File: config.mk
export PLATFORM = sky130hd
export DESIGN_NAME = windower_seq_ctrl
export DESIGN_NICKNAME = d
export VERILOG_FILES = /design/src/rtl/windower_pkg.sv /design/src/rtl/windower_out_tracker.sv /design/src/rtl/windower_seq_ctrl.sv
export SDC_FILE = /design/constraint.sdc
export NUM_CORES = 1
export LEC_CHECK = 0
export BUFFER_PORTS_ARGS = -buffer_cell sky130_fd_sc_hd__buf_4
export CORE_ASPECT_RATIO = 0.5
export CORE_MARGIN = 3
export CORE_UTILIZATION = 59
export CTS_CLUSTER_DIAMETER = 150
export DETAILED_ROUTE_END_ITERATION = 12
export PLACE_DENSITY = 0.83
export SLEW_MARGIN = 10
export SYNTH_ARGS = -nofsm -noshare
export SYNTH_HDL_FRONTEND = slang
export SYNTH_SLANG_ARGS = --single-unit
File: constraint.sdc
create_clock -name clk -period 2.8 [get_ports clk]
set_input_delay 0.28 -clock clk [delete_from_list [all_inputs] [get_ports clk]]
set_output_delay 0.28 -clock clk [all_outputs]
set_load 0.005 [all_outputs]
File: src/rtl/windower_pkg.sv
`default_nettype none
// ============================================================================
//  Module      : windower_pkg
//  Description : Shared types and beat-count helpers for the windower frame
//                sequencer and its output tracker.
//  Revision    : 1.0 - initial release
// ============================================================================
package windower_pkg;

  // Input-side sequencer states
  typedef enum logic [2:0] {
    S_IDLE     = 3'd0,
    S_PRE_PAD  = 3'd1,
    S_STREAM   = 3'd2,
    S_POST_PAD = 3'd3,
    S_DRAIN    = 3'd4
  } seq_state_t;

  // Image beats per frame
  function automatic int img_beats(input int log2_img_size, input int throughput);
    return (1 << log2_img_size) / throughput;
  endfunction

  // Zero beats inserted at each frame edge
  function automatic int pad_beats(input int padding, input int throughput);
    return padding / throughput;
  endfunction

  // Beats per frame including both pads
  function automatic int total_beats(input int log2_img_size, input int throughput,
                                     input int padding);
    return img_beats(log2_img_size, throughput) + 2 * pad_beats(padding, throughput);
  endfunction

  // Windower outputs per frame that still contain samples from the previous frame
  function automatic int prime_beats(input int window, input int throughput);
    return (window - 1 + throughput - 1) / throughput;
  endfunction

endpackage
`default_nettype wire

File: src/rtl/windower_out_tracker.sv
`default_nettype none
// ============================================================================
//  Module      : windower_out_tracker
//  Description : Counts windower output beats within a frame and qualifies
//                each beat with keep/sof/eof, masking priming windows.
//  Revision    : 1.0 - initial release
// ============================================================================
module windower_out_tracker
  import windower_pkg::*;
#(
  parameter int TOTAL_BEATS = 10,
  parameter int PRIME_BEATS = 2
) (
  input  logic clk,
  input  logic rst,
  input  logic win_vld_out,
  input  logic drain,
  input  logic clear,
  output logic keep,
  output logic sof,
  output logic eof,
  output logic frame_done
);

  localparam int OCNT_W = $clog2(TOTAL_BEATS + 1);
  localparam logic [OCNT_W-1:0] C_OCNT_LAST = OCNT_W'(TOTAL_BEATS - 1);
  localparam logic [OCNT_W-1:0] C_OCNT_PRIME = OCNT_W'(PRIME_BEATS);

  logic [OCNT_W-1:0] ocnt_q;
  logic [OCNT_W-1:0] ocnt_d;
  logic              frame_done_q;

  // Output-beat position: cleared on abort, pinned to 0 while draining, wraps per frame
  always_comb begin
    ocnt_d = ocnt_q;
    if (clear || drain) begin
      ocnt_d = '0;
    end else if (win_vld_out) begin
      ocnt_d = (ocnt_q == C_OCNT_LAST) ? '0 : ocnt_q + OCNT_W'(1);
    end
  end

  // Beat-position and frame-done registers
  always_ff @(posedge clk or posedge rst) begin
    if (rst) begin
      ocnt_q       <= '0;
      frame_done_q <= 1'b0;
    end else begin
      ocnt_q       <= ocnt_d;
      frame_done_q <= eof;
    end
  end

  // Qualifiers are combinational so they line up with the windower data_out
  assign keep       = win_vld_out && (ocnt_q >= C_OCNT_PRIME) && !drain;
  assign sof        = keep && (ocnt_q == C_OCNT_PRIME);
  assign eof        = keep && (ocnt_q == C_OCNT_LAST);
  assign frame_done = frame_done_q;

endmodule
`default_nettype wire

File: src/rtl/windower_seq_ctrl.sv
`default_nettype none
// ============================================================================
//  Module      : windower_seq_ctrl
//  Description : Cuts a ready/valid sample stream into padded frames for the
//                windower line buffer and qualifies its output windows.
//  Revision    : 1.0 - initial release
// ============================================================================
module windower_seq_ctrl
  import windower_pkg::*;
#(
  parameter int NO_CH         = 16,
  parameter int LOG2_IMG_SIZE = 10,
  parameter int THROUGHPUT    = 1,
  parameter int WINDOW        = 3,
  parameter int PADDING       = 1,
  parameter int DRAIN_CYC     = 4
) (
  input  logic                        clk,
  input  logic                        rst,
  input  logic                        en,
  input  logic                        abort,
  input  logic                        src_vld,
  output logic                        src_rdy,
  input  logic [NO_CH*THROUGHPUT-1:0] src_data,
  output logic                        win_vld_in,
  output logic [NO_CH*THROUGHPUT-1:0] win_data_in,
  input  logic                        win_vld_out,
  output logic                        keep,
  output logic                        sof,
  output logic                        eof,
  output logic                        frame_done,
  output logic                        busy
);

  localparam int IMG_BEATS   = img_beats(LOG2_IMG_SIZE, THROUGHPUT);
  localparam int PAD_BEATS   = pad_beats(PADDING, THROUGHPUT);
  localparam int TOTAL_BEATS = total_beats(LOG2_IMG_SIZE, THROUGHPUT, PADDING);
  localparam int PRIME_BEATS = prime_beats(WINDOW, THROUGHPUT);
  localparam int DW          = NO_CH * THROUGHPUT;
  localparam int CNT_W       = $clog2(TOTAL_BEATS + 1);
  localparam int DCNT_W      = $clog2(DRAIN_CYC + 1);

  localparam logic [CNT_W-1:0]  C_IMG_LAST   = CNT_W'(IMG_BEATS - 1);
  localparam logic [CNT_W-1:0]  C_PAD_LAST   = CNT_W'((PAD_BEATS > 0) ? PAD_BEATS - 1 : 0);
  localparam logic [DCNT_W-1:0] C_DRAIN_LAST = DCNT_W'((DRAIN_CYC > 0) ? DRAIN_CYC - 1 : 0);

  generate
    if ((PADDING % THROUGHPUT) != 0 || PRIME_BEATS >= TOTAL_BEATS) begin : g_param_err
      $error("windower_seq_ctrl: PADDING must be a multiple of THROUGHPUT and priming must fit in a frame");
    end
  endgenerate

  seq_state_t        state_q;
  seq_state_t        state_d;
  logic [CNT_W-1:0]  cnt_q;
  logic [CNT_W-1:0]  cnt_d;
  logic [DCNT_W-1:0] dcnt_q;
  logic [DCNT_W-1:0] dcnt_d;
  logic              win_vld_q;
  logic              win_vld_d;
  logic [DW-1:0]     win_data_q;
  logic [DW-1:0]     win_data_d;
  logic              hs;

  // Ready only in STREAM; an abort in the same cycle refuses the sample
  assign src_rdy = (state_q == S_STREAM) && !abort;
  assign hs      = src_vld && src_rdy;
  assign busy    = (state_q != S_IDLE);

  // Next-state, beat counters and the registered windower input beat
  always_comb begin
    state_d    = state_q;
    cnt_d      = cnt_q;
    dcnt_d     = dcnt_q;
    win_vld_d  = 1'b0;
    win_data_d = win_data_q;
    if (abort) begin
      state_d = S_DRAIN;
      cnt_d   = '0;
      dcnt_d  = '0;
    end else begin
      case (state_q)
        S_IDLE: begin
          // The sample that triggers a start is consumed later, in STREAM
          if (en && src_vld) begin
            cnt_d   = '0;
            state_d = (PAD_BEATS == 0) ? S_STREAM : S_PRE_PAD;
          end
        end
        S_PRE_PAD: begin
          win_vld_d  = 1'b1;
          win_data_d = '0;
          if (cnt_q == C_PAD_LAST) begin
            cnt_d   = '0;
            state_d = S_STREAM;
          end else begin
            cnt_d = cnt_q + CNT_W'(1);
          end
        end
        S_STREAM: begin
          if (hs) begin
            win_vld_d  = 1'b1;
            win_data_d = src_data;
            if (cnt_q == C_IMG_LAST) begin
              cnt_d   = '0;
              state_d = (PAD_BEATS == 0) ? S_IDLE : S_POST_PAD;
            end else begin
              cnt_d = cnt_q + CNT_W'(1);
            end
          end
        end
        S_POST_PAD: begin
          win_vld_d  = 1'b1;
          win_data_d = '0;
          if (cnt_q == C_PAD_LAST) begin
            cnt_d   = '0;
            state_d = S_IDLE;
          end else begin
            cnt_d = cnt_q + CNT_W'(1);
          end
        end
        S_DRAIN: begin
          if (dcnt_q == C_DRAIN_LAST) begin
            dcnt_d  = '0;
            state_d = S_IDLE;
          end else begin
            dcnt_d = dcnt_q + DCNT_W'(1);
          end
        end
        default: begin
          state_d = S_IDLE;
          cnt_d   = '0;
          dcnt_d  = '0;
        end
      endcase
    end
  end

  // Sequencer state and windower input registers
  always_ff @(posedge clk or posedge rst) begin
    if (rst) begin
      state_q    <= S_IDLE;
      cnt_q      <= '0;
      dcnt_q     <= '0;
      win_vld_q  <= 1'b0;
      win_data_q <= '0;
    end else begin
      state_q    <= state_d;
      cnt_q      <= cnt_d;
      dcnt_q     <= dcnt_d;
      win_vld_q  <= win_vld_d;
      win_data_q <= win_data_d;
    end
  end

  assign win_vld_in  = win_vld_q;
  assign win_data_in = win_data_q;

  windower_out_tracker #(
    .TOTAL_BEATS (TOTAL_BEATS),
    .PRIME_BEATS (PRIME_BEATS)
  ) u_out_tracker (
    .clk         (clk),
    .rst         (rst),
    .win_vld_out (win_vld_out),
    .drain       (state_q == S_DRAIN),
    .clear       (abort),
    .keep        (keep),
    .sof         (sof),
    .eof         (eof),
    .frame_done  (frame_done)
  );

endmodule
`default_nettype wire

==> results by group <==
STA
  • Hold Worst Slack: 0.109 ns
  • Setup violators final: 0
  • Clk_skew: 0.00998 ns
  • Final period utilization: 81.8%
  • RSZ-0062 raised after global routing: no
  • Pins Over Slew Limit: 0
  • Fin. Hold Viols: 0
  • Post-route setup TNS: 0 ns
  • Final Critical Period: 2.29 ns
  • Fmax: 0.436 GHz
  • Worst rel slew slack: 47.9%
  • Worst Tran Pin Value: 0.782 ns

Final layout
  • Nets: 334
  • Synth-to-layout area growth: 19.7%
  • Share of cells above drive strength 1: 21.9%
  • Inserted Diodes: 0
  • Post-route cell area: 2860 um2
  • Fillers: 269
  • Finished Core Util: 78.2%

Synth
  • Number of synthesized flops with an enable pin: 0
  • Synth top cells by count: nand2_1, dfrtp_1, nand3_1
  • Yosys cell types: 45
  • Synth async-reset ratio: 100%
  • Syn nets: 292
  • Cell with the most instances after synthesis: nand2_1
  • Register area share after synthesis: 48.1%
  • Synth area leader: dfrtp_1
  • Post-Syn Area: 2390 um2
  • Syn_area_per_cell: 9.06 um2
  • Area fraction of the dominant cell type after synthesis: 48.1%
  • Leading post-synthesis cells by cell area: dfrtp_1, nand2_1, nand3_1
  • Cell count after synthesis: 264
  • Yosys reg bits: 46
  • Ys Warns: 0
  • Synth Flop Type: dfrtp_1

Drt
  • Routed length per instance: 15.1 um
  • Via density per instance: 5.83
  • DRT Pass-1 Iters: 4
  • DR vias: 2083
  • DRC violations left: 0
  • Total routed wirelength: 5.40 mm
  • Initial DRC count: 99
  • Antenna-violating nets left: 0

Clock tree
  • Hold_buf cts: 0
  • Clock Latency Late Sink: 0.30 ns
  • Clock-pin slew on the worst setup and hold paths: 0.09 ns
  • PostCTS Resize Cnt: 0
  • Clk sinks: 46
  • Post-CTS setup buffer count: 0
  • Num CTS Buffers: 5
  • CTS root buf: clkbuf_8
  • CTS Buffer Depth: 2
  • Max H-tree Level: 2
  • CTS tree: yes

Setup path
  • Worst reg2reg path depth: 6
  • Worst reg2reg path startpoint: cnt_q[0]
  • Worst-path fanout max: 7
  • Worst Setup Start Kind: flop
  • Worst Setup SP: u_out_tracker.ocnt_q[3]
  • Crit. End Element: output port
  • Crit path kind: reg -> out
  • WP data required: 2.52 ns
  • Worst EP arrival: 2.01 ns

Global routing
  • Maximum number of pins on one net before global-route repair: 47
  • Vias in the first global route: 1955
  • First-pass GRT wire length: 8.81 mm
  • GRT Residual Overflow: 0
  • GRT Overall Usage: 23.5%
  • Antenna violations before repair: 0

Worst hold path
  • HP Class: in -> async

Outcome
  • Outcome: complete, no violations

Place
  • Final GP Congestion: 0.791
  • Post-detail-place hpwl: 3.81 mm
  • Dpl cell area: 2750 um2
  • Number of port buffers: 44

Die
  • DIE WIDTH: 96.0 um
  • Full die area: 4900 um2
  • Chip height: 51.0 um
  • FP Rows: 15
  • Core Box Area: 3660 um2
  • Initial Util: 65.3%
  • Num ports: 45

Power
  • Pwr per Cell Area: 504 nW/um2
  • Static leakage: 0.00135 uW
  • Peak supply drop: 0.257 mV

Flow run
  • Count of max-cap constraint violations: 0
-- flip-flops by register name (all words and copies together), names as in the netlist --
name and flops:
win_vld_in 1, u_out_tracker.frame_done 1, cnt_q 11, win_data_in 16, dcnt_q 3, u_out_tracker.ocnt_q 11
state_q 3
-- where the power goes --
| group | switching, uW | internal, uW | leakage (uW) | total [uW] |
|---|---|---|---|---|
| sequential | 29.0 | 713 | 0.000626 | 742 |
| clock | 220 | 286 | 0.0000573 | 506 |
| combinational | 92.2 | 104 | 0.000667 | 196 |
| total | 342 | 1100 | 0.00135 | 1440 |
-- stage by stage --
stage | setup WS [ns] | total power (uW) | std cells
after floorplan | 1.04 | 836 | 264
after global placement | 0.836 | 943 | 350
after detailed placement | 0.747 | 955 | 350
after CTS | 0.514 | 1460 | 357
after global routing | 0.402 | 1510 | 357
final | 0.509 | 1440 | 357
-- cell families after synthesis --
family          count (synthesis)  synth area share [%]
compound gates                 35                  9.11
mux                             4                  1.78
fa+ha+maj                       6                  3.14
flops                          46                  48.1
xor+xnor                        8                  2.93
simple gates                  144                  30.9
buf+inv                        21                  3.98
-- placed cells by master, fill, tap and decap left out, types with 2 or more instances in the layout --
cell type	n
nand3_1	26
inv_1	6
nand3b_1	3
nand4_1	3
or4_4	2
nor3_1	8
or3_1	5
nor4_1	4
nand2b_1	3
nand2_1	53
or2_2	4
nor2_1	19
buf_4	48
and2_1	2
mux2i_1	2
clkinv_1	2
mux2_2	2
a22o_1	3
dfrtp_1	46
a31oi_1	7
ha_1	6
nor2b_1	2
and3_1	2
xor2_1	2
a21oi_1	7
xnor2_1	6
clkbuf_8	6
o21ai_0	11
-- worst max-delay path, cell delays in order (launching register included) --
cell and delay (ns):
dfrtp_1 0.46, or4_4 0.56, nor3_1 0.23, a21oi_1 0.13, and2_1 0.19, buf_4 0.13
-- cell type report --
cell class                 instances  area, um2  area share [%]
inverter                           8       30.0            1.05
sequential                        46       1150            40.2
clock inverter                     1       30.0            1.05
clock buffer                       6       82.6            2.88
tap                               51       63.8            2.23
multi-input combinational        197       1140            40.0
timing repair buffer              48        360            12.6
-- layer usage --
layer  up-vias  track usage [%]  part of all wire [%]
li1        998                -                     -
met1      1011             29.5                    44
met2        64             40.3                    50
met3        10             5.88                   5.2
met4         0             7.08                  0.96
met5         -                0                     0
-- final timing paths --
path | to | slack [ns]
worst max-delay path | eof | 0.51
worst min-delay path | u_out_tracker.ocnt_q[5] | 0.11
worst max register to register | cnt_q[1] | 0.67
worst min register to register | win_data_in[15] | 0.47
max in group asynchronous | cnt_q[4] | 2.29
min in group clk | win_data_in[4] | 0.20
No activity file was read; power rests on OpenSTA's default activity.
